File: src/rtl/voice_envelope.sv
// voice_envelope: ADSR envelope generator and amplitude stage for one synth voice.
// Define VOICE_ENVELOPE_EXP_DECAY_EN for a piecewise-exponential decay/release curve.
module voice_envelope #(
  parameter int OUTPUT_BITS = 12,
  parameter int PRESCALE    = 256
) (
  input  logic                   clk,
  input  logic                   rst,
  input  logic                   gate,
  input  logic [3:0]             attack,
  input  logic [3:0]             decay,
  input  logic [3:0]             sustain,
  input  logic [3:0]             release_code,
  input  logic [OUTPUT_BITS-1:0] din,
  output logic [OUTPUT_BITS-1:0] dout,
  output logic [7:0]             env_level,
  output logic [2:0]             env_state,
  output logic                   env_idle
);

  typedef enum logic [2:0] {
    IDLE    = 3'd0,
    ATTACK  = 3'd1,
    DECAY   = 3'd2,
    SUSTAIN = 3'd3,
    RELEASE = 3'd4
  } state_t;

  localparam int PW = $clog2(PRESCALE);
  localparam logic [PW-1:0] PRESC_LAST = PW'(PRESCALE - 1);

  state_t                 state_q, state_d;
  logic [7:0]             level_q, level_d;
  logic [7:0]             target_q, target_d;
  logic [PW-1:0]          presc_q, presc_d;
  logic [18:0]            rate_q, rate_d;
  logic [OUTPUT_BITS-1:0] dout_q, dout_d;
  logic                   gate_dly_q, gate_dly_d;

  logic [3:0]             rate_code;
  logic [1:0]             s_sel;
  logic [18:0]            limit;
  logic                   tick, step, rise, fall;
  logic [OUTPUT_BITS+7:0] prod;

  assign rise  = gate & ~gate_dly_q;
  assign fall  = ~gate & gate_dly_q;
  assign tick  = (presc_q == PRESC_LAST);
  assign limit = ((19'd1 << rate_code) << s_sel) - 19'd1;
  assign step  = tick && (rate_q == limit);
  assign prod  = {8'd0, din} * {{OUTPUT_BITS{1'b0}}, level_q};

  always_comb begin
    rate_code = attack;
    case (state_q)
      DECAY:   rate_code = decay;
      RELEASE: rate_code = release_code;
      default: rate_code = attack;
    endcase
  end

  // Longer step periods at low levels bend decay/release into an exponential-like curve.
  always_comb begin
    s_sel = 2'd0;
`ifdef VOICE_ENVELOPE_EXP_DECAY_EN
    if (state_q == DECAY || state_q == RELEASE) begin
      if (level_q[7])      s_sel = 2'd0;
      else if (level_q[6]) s_sel = 2'd1;
      else if (level_q[5]) s_sel = 2'd2;
      else                 s_sel = 2'd3;
    end
`endif
  end

  always_comb begin
    state_d    = state_q;
    level_d    = level_q;
    target_d   = target_q;
    gate_dly_d = gate;
    dout_d     = OUTPUT_BITS'(prod >> 8);
    presc_d    = tick ? '0 : presc_q + PW'(1);
    rate_d     = rate_q;
    if (tick) rate_d = step ? 19'd0 : rate_q + 19'd1;

    if (rise || fall) begin
      presc_d = '0;
      rate_d  = '0;
      if (rise) begin
        state_d  = ATTACK;
        target_d = {sustain, sustain};
      end else begin
        state_d = RELEASE;
      end
    end else begin
      case (state_q)
        IDLE: level_d = 8'd0;
        ATTACK: begin
          if (level_q == 8'hFF) begin
            state_d = DECAY;
          end else if (step) begin
            level_d = level_q + 8'd1;
            if (level_d == 8'hFF) state_d = DECAY;
          end
        end
        DECAY: begin
          if (level_q <= target_q) begin
            state_d = SUSTAIN;
          end else if (step) begin
            level_d = level_q - 8'd1;
            if (level_d <= target_q) state_d = SUSTAIN;
          end
        end
        SUSTAIN: state_d = SUSTAIN;
        RELEASE: begin
          if (level_q == 8'd0) begin
            state_d = IDLE;
          end else if (step) begin
            level_d = level_q - 8'd1;
            if (level_d == 8'd0) state_d = IDLE;
          end
        end
        default: state_d = IDLE;
      endcase
    end
  end

  always_ff @(posedge clk) begin
    if (rst) begin
      state_q    <= IDLE;
      level_q    <= 8'd0;
      target_q   <= 8'd0;
      presc_q    <= '0;
      rate_q     <= 19'd0;
      dout_q     <= '0;
      gate_dly_q <= 1'b0;
    end else begin
      state_q    <= state_d;
      level_q    <= level_d;
      target_q   <= target_d;
      presc_q    <= presc_d;
      rate_q     <= rate_d;
      dout_q     <= dout_d;
      gate_dly_q <= gate_dly_d;
    end
  end

  assign dout      = dout_q;
  assign env_level = level_q;
  assign env_state = state_q;
  assign env_idle  = (state_q == IDLE);

endmodule
File: config.mk
export PLATFORM = sky130hd
export DESIGN_NAME = voice_envelope
export DESIGN_NICKNAME = d
export VERILOG_FILES = /design/src/rtl/voice_envelope.sv
export SDC_FILE = /design/constraint.sdc
export NUM_CORES = 1
export LEC_CHECK = 0
export ABC_AREA = 1
export CAP_MARGIN = 10
export CORE_AREA = 2 2 109 111
export CTS_CLUSTER_DIAMETER = 80
export DETAILED_ROUTE_END_ITERATION = 8
export DIE_AREA = 0 0 111 113
export PLACE_DENSITY = 0.81
export SETUP_SLACK_MARGIN = 0.02
export SYNTH_ARGS = -nofsm -noshare
export SYNTH_HDL_FRONTEND = slang
export SYNTH_SLANG_ARGS = --single-unit
File: constraint.sdc
create_clock -name clk -period 10.1 [get_ports clk]
set_input_delay 2.02 -clock clk [delete_from_list [all_inputs] [get_ports clk]]
set_output_delay 2.02 -clock clk [all_outputs]
set_load 0.01 [all_outputs]
Word-level counts from Yosys, hierarchy flattened
Index checks and enable logic that the tools add are counted.
- add/sub/neg operators: 5
- $lt $le $gt $ge: 2
- equality and inequality tests: 19
- mux-type cells: 20
- bitwise operators: 5
- multipliers: 1
- reduce and logical (&&, ||, !) cells: 11
- shifts and indexed selects: 1
- operator list (operator ; number):
    8-bit two-way mux ; 5
    3-bit two-way mux ; 11
    8-bit one-hot mux with 4 select lines ; 1
    8-bit == test (second input constant) ; 3
    4-bit inequality test (second input constant) ; 6
    12-bit by 8-bit multiplier with 20-bit output ; 1
    19-bit by 1-bit adder with 19-bit output (second input constant) ; 1
    19-bit == test ; 1
    19-bit two-way mux ; 1
    1-bit by 4-bit left shift with 19-bit output (first input constant) ; 1
    19-bit by 1-bit subtractor with 19-bit output (second input constant) ; 1
    8-bit by 1-bit adder with 8-bit output (second input constant) ; 2
    8-bit less-or-equal comparator ; 2
    8-bit zero test ; 2
    3-bit one-hot mux with 5 select lines ; 1
    2-bit inequality test (second input constant) ; 4
    4-bit one-hot mux with 2 select lines ; 1
    8-bit by 1-bit subtractor with 8-bit output (second input constant) ; 1
    7-bit AND reduction ; 1
    3-bit by 2-bit == test with 1-bit output (second input constant) ; 2
    6-bit AND reduction ; 1
    4-bit nonzero test ; 1
    3-bit by 1-bit == test with 1-bit output (second input constant) ; 1
    3-bit == test (second input constant) ; 1
    other kinds (9) ; 12
- output and inout port bits: 24
- input port bits: 31
- register bits: 59
- word-level logic and storage cells: 71

Longest topological paths before layout
- depth after elaboration: 10
- depth in mapped cells: 27
- mapped depth without buffers: 25

Worst setup path before layout
OpenSTA, ideal clock, no wires.
- path type: input -> register
- start point: in din[4]
- end point: reg dout_q[9], in the netlist dout[9]
- arrival: 5850 ps
- path slack: 4128 ps
- cell stages on the path: 22
- path buffers: 1
- data required time: 9978 ps
- library setup time: 122 ps
- cell sequence: clkbuf_1 -> nand2_1 -> inv_1 -> fa_1 -> inv_1 -> fa_1 -> fa_1 -> fa_1 -> inv_1 -> ha_1 -> nand2_1 -> nor2_1 -> a211oi_1 -> o21ai_0 -> nand2_1 -> nand2_1 -> nand2_1 -> nand2_1 -> a21oi_1 -> o21bai_1 -> o21ai_0 -> a21oi_1
- cells in the longest elaborated chain, start to end: 1
- ends and longest elaborated chain (item ; line ; source):
    start, declared ; 14 ; input logic [OUTPUT_BITS-1:0] din,
    12-bit by 8-bit multiplier with 20-bit output ; 51 ; assign prod = {8'd0, din} * {{OUTPUT_BITS{1'b0}}, level_q};
    end signal, assigned ; 142 ; dout_q <= dout_d;
    end, declared ; 37 ; logic [OUTPUT_BITS-1:0] dout_q, dout_d;
Every way passes these cells.
A chain may end at the register's enable or synchronous reset.

Worst setup path after layout
- start point: in din[2]
- end point: reg dout_q[9], in the netlist dout[9]
Same word-level chain as after synthesis.

==> results.txt <==
- After synthesis, the share of cell area in mux cells is 0%.
* Floorplan die width: 111 um
- Number of I/O pins: 55
* Total power divided by cell area: 177 nW/um^2
- Compared with the post-synthesis result, the final layout area differs by 11.1%.
* Routed wire per std cell: 13.2 um
- In this run, post-CTS hold repair placed 0 buffers.
- Total wirelength of the detailed-routed design: 15.2 mm
* Setup clock skew after layout: 0.00481 ns
- The HPWL after detailed placement is 12.0 mm.
* Instance area at placement: 7280 sq um
* Post-route worst hold slack: 0.463 ns
- Slew of the pin with the lowest slew margin: 0.918 ns
- The average instance in the mapped netlist occupies 6.86 sq um.
- The floorplan has 39 rows.
* Simple-gate share of the synthesized area: 29.8%
* Total number of vias: 6,016
* Netlist area before placement: 6690 sq um
- Post-synth top area share: 17.7%
- Synthesis instantiated 41 different standard cells from the library.
* Iteration-0 DRC Markers: 379
* Per-cell via count in the routed design: 5.23
- Most used standard cells in the synthesized netlist: sky130_fd_sc_hd__nand2_1, sky130_fd_sc_hd__inv_1, sky130_fd_sc_hd__nor2_1, sky130_fd_sc_hd__ha_1, sky130_fd_sc_hd__fa_1
* EDFF count, synth: 0
* Synthesized netlist net count: 1,127
* Worst hold path depth: 1
* Most common cell in the netlist: sky130_fd_sc_hd__nand2_1
- Pre-Repair DR Iteration Count: 5
- Share of total power consumed by net switching: 48.3%
- Comb power frac: 64.1%
* CTS tree: done
* Xor/xnor share of the synthesized area: 2.75%
- FF-to-FF path depth: 19
- Congestion Overflow GR: 0
* Total routing usage reported by global routing: 25.6%
- Summed over all nets, the switching power comes to 634 uW.
- STA classifies the critical path startpoint as an input port.
* Top FF cell, synth: sky130_fd_sc_hd__dfxtp_1
- The number of pins with negative max-slew slack in the final report was 0.
- Count of endpoints failing setup in the final report: 0
* Layout Utilization: 65.9%
- Post-CTS setup repair buffer count: 0
- In this run the tightest slew margin relative to its limit is 38.7%.
- Insertion delay to the later sink of the worst-skew pair: 0.30 ns
* Crit share post-route: 63.2%
- The floorplan step defined a die boundary enclosing 12,500 sq um.
* Synth Area in Compound Gates: 8.01%
- The total area inside the core boundary comes to 11,300 sq um.
* Setup TNS: 0 ns
- Clk network pwr share: 13.2%
- Status: finished clean
- Buffer levels on the longest clock path: 2
* TritonCTS Sinks: 55
* RSZ-0062 raised after global routing: false
- Cell taking the most area after synthesis: sky130_fd_sc_hd__fa_1
- Critical setup path kind: in2reg
- After synthesis, the share of flip-flops with an asynchronous set or reset is 0%.
* Weighted congestion reported at the end of routability-driven placement: 0.905
- Count of cells resized by post-cts repair: 0
- Seq cells post-synth: 55
- Across the run, the number of max-cap violations was 0.
- At the worst endpoint, the required time is 10.28 ns.
- Arrival time worst endpoint: 6.57 ns
* Deepest level of the CTS H-tree: 2
- Port Buffers: 54
* Final routed DRC violation total: 0
* Antenna-violating nets left: 0
* Type of destination of the critical path: register
* Layout net count: 1,160
- The number of antenna diodes in the final layout is 0.
- Number of antenna violations at the first check in global routing: 0
- Cell internal power was estimated by the tool at 678 uW.
* Clock slew at reported path FFs: 0.07 ns
- Leakage component of the power: 3.96 nW
* Proportion of layout cells with a drive suffix above 1: 4.37%
- Endpoints failing hold: 0
* Sequential share of the synthesized area: 16.5%
* Maximum fanout encountered on the critical timing path: 8
* Max frequency: 157 MHz
* Dominant combinational cell family by area after synthesis: simple AND/OR/NAND/NOR gates
- Design Area, Final: 7430 sq um
- Counting the buffers created by CTS gives 5.
* Height of the die: 113 um
- VDD sags by at most 0.100 mV.
- The via count of the first global-routing pass is 5,944.
- Fill cells in the final layout number 1,027.
* Worst min-delay path class: reg2reg
* Wire length of the first global-routing pass: 26.8 mm
* Tmin final: 6.38 ns
* Largest net degree at the start of global routing: 24
* Proportion of power drawn by flip-flops and latches: 22.6%
- R2R Setup Slk: 5.11 ns
- Once the floorplan was initialized, standard cells occupied 59.3% of the core.
* Master cell of the clock root buffer: sky130_fd_sc_hd__clkbuf_16
- Post-synthesis adder-cell area fraction: 29.5%
* Top cells by area in the synthesized netlist: sky130_fd_sc_hd__fa_1, sky130_fd_sc_hd__dfxtp_1, sky130_fd_sc_hd__nand2_1
- Yosys printed 0 warnings.
* Number of cells produced by synthesis: 974
[worst max-delay path, cell delays in order]
cell and delay (ns):
sky130_fd_sc_hd__clkdlybuf4s50_1 0.55, sky130_fd_sc_hd__nand2_1 0.13, sky130_fd_sc_hd__inv_1 0.07, sky130_fd_sc_hd__fa_1 0.42, sky130_fd_sc_hd__fa_1 0.55, sky130_fd_sc_hd__inv_1 0.06, sky130_fd_sc_hd__fa_1 0.46, sky130_fd_sc_hd__fa_1 0.54
sky130_fd_sc_hd__inv_1 0.04, sky130_fd_sc_hd__ha_1 0.31, sky130_fd_sc_hd__a21oi_1 0.18, sky130_fd_sc_hd__nor2_1 0.06, sky130_fd_sc_hd__a211oi_1 0.15, sky130_fd_sc_hd__o21ai_0 0.16, sky130_fd_sc_hd__nand2_1 0.09, sky130_fd_sc_hd__nand2_1 0.07
sky130_fd_sc_hd__nand2_1 0.08, sky130_fd_sc_hd__nand2_1 0.10, sky130_fd_sc_hd__a21oi_1 0.22, sky130_fd_sc_hd__o21bai_1 0.11, sky130_fd_sc_hd__o21ai_0 0.15, sky130_fd_sc_hd__a21oi_1 0.05
[through the flow]
| step | power, mW | worst slack [ns] | instances |
|---|---|---|---|
| detailed placement | 1.14 | 3.43 | 1143 |
| global route | 1.46 | 3.30 | 1151 |
| finish | 1.31 | 3.72 | 1151 |
| global placement | 1.12 | 3.52 | 1143 |
| CTS | 1.32 | 3.72 | 1151 |
| floorplan | 0.920 | 4.13 | 974 |
[power groups by stage]
| stage | sequential [mW] | combinational [mW] | clock [mW] |
|---|---|---|---|
| final | 0.297 | 0.842 | 0.174 |
| after global routing | 0.300 | 0.977 | 0.187 |
| after CTS | 0.295 | 0.844 | 0.177 |
| after detailed placement | 0.301 | 0.835 | 0 |
| after global placement | 0.301 | 0.817 | 0 |
| after floorplan | 0.274 | 0.646 | 0 |
[cell usage in the layout, fill, tap and decap left out, types with 3 or more instances in the layout]
cell / instances
sky130_fd_sc_hd__dfxtp_1: 55
sky130_fd_sc_hd__clkbuf_16: 5
sky130_fd_sc_hd__nor2_4: 7
sky130_fd_sc_hd__inv_1: 200
sky130_fd_sc_hd__nor3b_1: 3
sky130_fd_sc_hd__o21ai_0: 28
sky130_fd_sc_hd__nor2_1: 84
sky130_fd_sc_hd__o211ai_1: 3
sky130_fd_sc_hd__nand3_2: 4
sky130_fd_sc_hd__ha_1: 63
sky130_fd_sc_hd__nand4_1: 12
sky130_fd_sc_hd__nand2_2: 6
sky130_fd_sc_hd__a21oi_1: 45
sky130_fd_sc_hd__xnor2_1: 3
sky130_fd_sc_hd__xor2_1: 18
sky130_fd_sc_hd__o21bai_1: 3
sky130_fd_sc_hd__clkdlybuf4s50_1: 54
sky130_fd_sc_hd__o22ai_1: 3
sky130_fd_sc_hd__nand3_4: 3
sky130_fd_sc_hd__fa_1: 59
sky130_fd_sc_hd__nor3_1: 20
sky130_fd_sc_hd__nor2_2: 7
sky130_fd_sc_hd__nand3_1: 57
sky130_fd_sc_hd__nand2_1: 235
sky130_fd_sc_hd__a211oi_1: 5
sky130_fd_sc_hd__nand2_4: 3
sky130_fd_sc_hd__inv_2: 5
[metal layers]
metal  vias to the layer above  GRT usage [%]  wire [um]
li1                       3060              -          -
met3                        28           2.79        666
met4                         0           8.17        347
met5                         -              0          0
met2                       179           43.6       7090
met1                      2749           34.4       7110
[worst paths after layout]
check / startpoint / endpoint
worst max-delay path: din[2] / dout[9]$_SDFF_PP0_
worst min-delay path: presc_q[0]$_SDFF_PP0_ / presc_q[0]$_SDFF_PP0_
worst min register to register: presc_q[0]$_SDFF_PP0_ / presc_q[0]$_SDFF_PP0_
worst max register to register: env_level[6]$_SDFFE_PP0P_ / dout[9]$_SDFF_PP0_
[layout make-up]
class	instances	area, sq um	area share (%)
clock buffer	6	129	1.73
clock inverter	2	17.5	0.236
inverter	206	773	10.4
multi-input combinational	684	4680	63.0
sequential	55	1100	14.8
tap	143	179	2.41
timing repair buffer	55	548	7.37
[logic make-up after synthesis]
| kind of cell | count (synthesis) |
|---|---|
| simple gates | 445 |
| buf+inv | 235 |
| fa+ha+maj | 122 |
| compound gates | 96 |
| flops | 55 |
| xor+xnor | 21 |
[sequential cells by signal, summed over array words and instances, names as in the netlist]
signal,count
env_level,8
presc_q,8
gate_dly_q,1
dout,12
rate_q,19
target_q,4
env_state,3
Power figures use the tool's default switching activity.
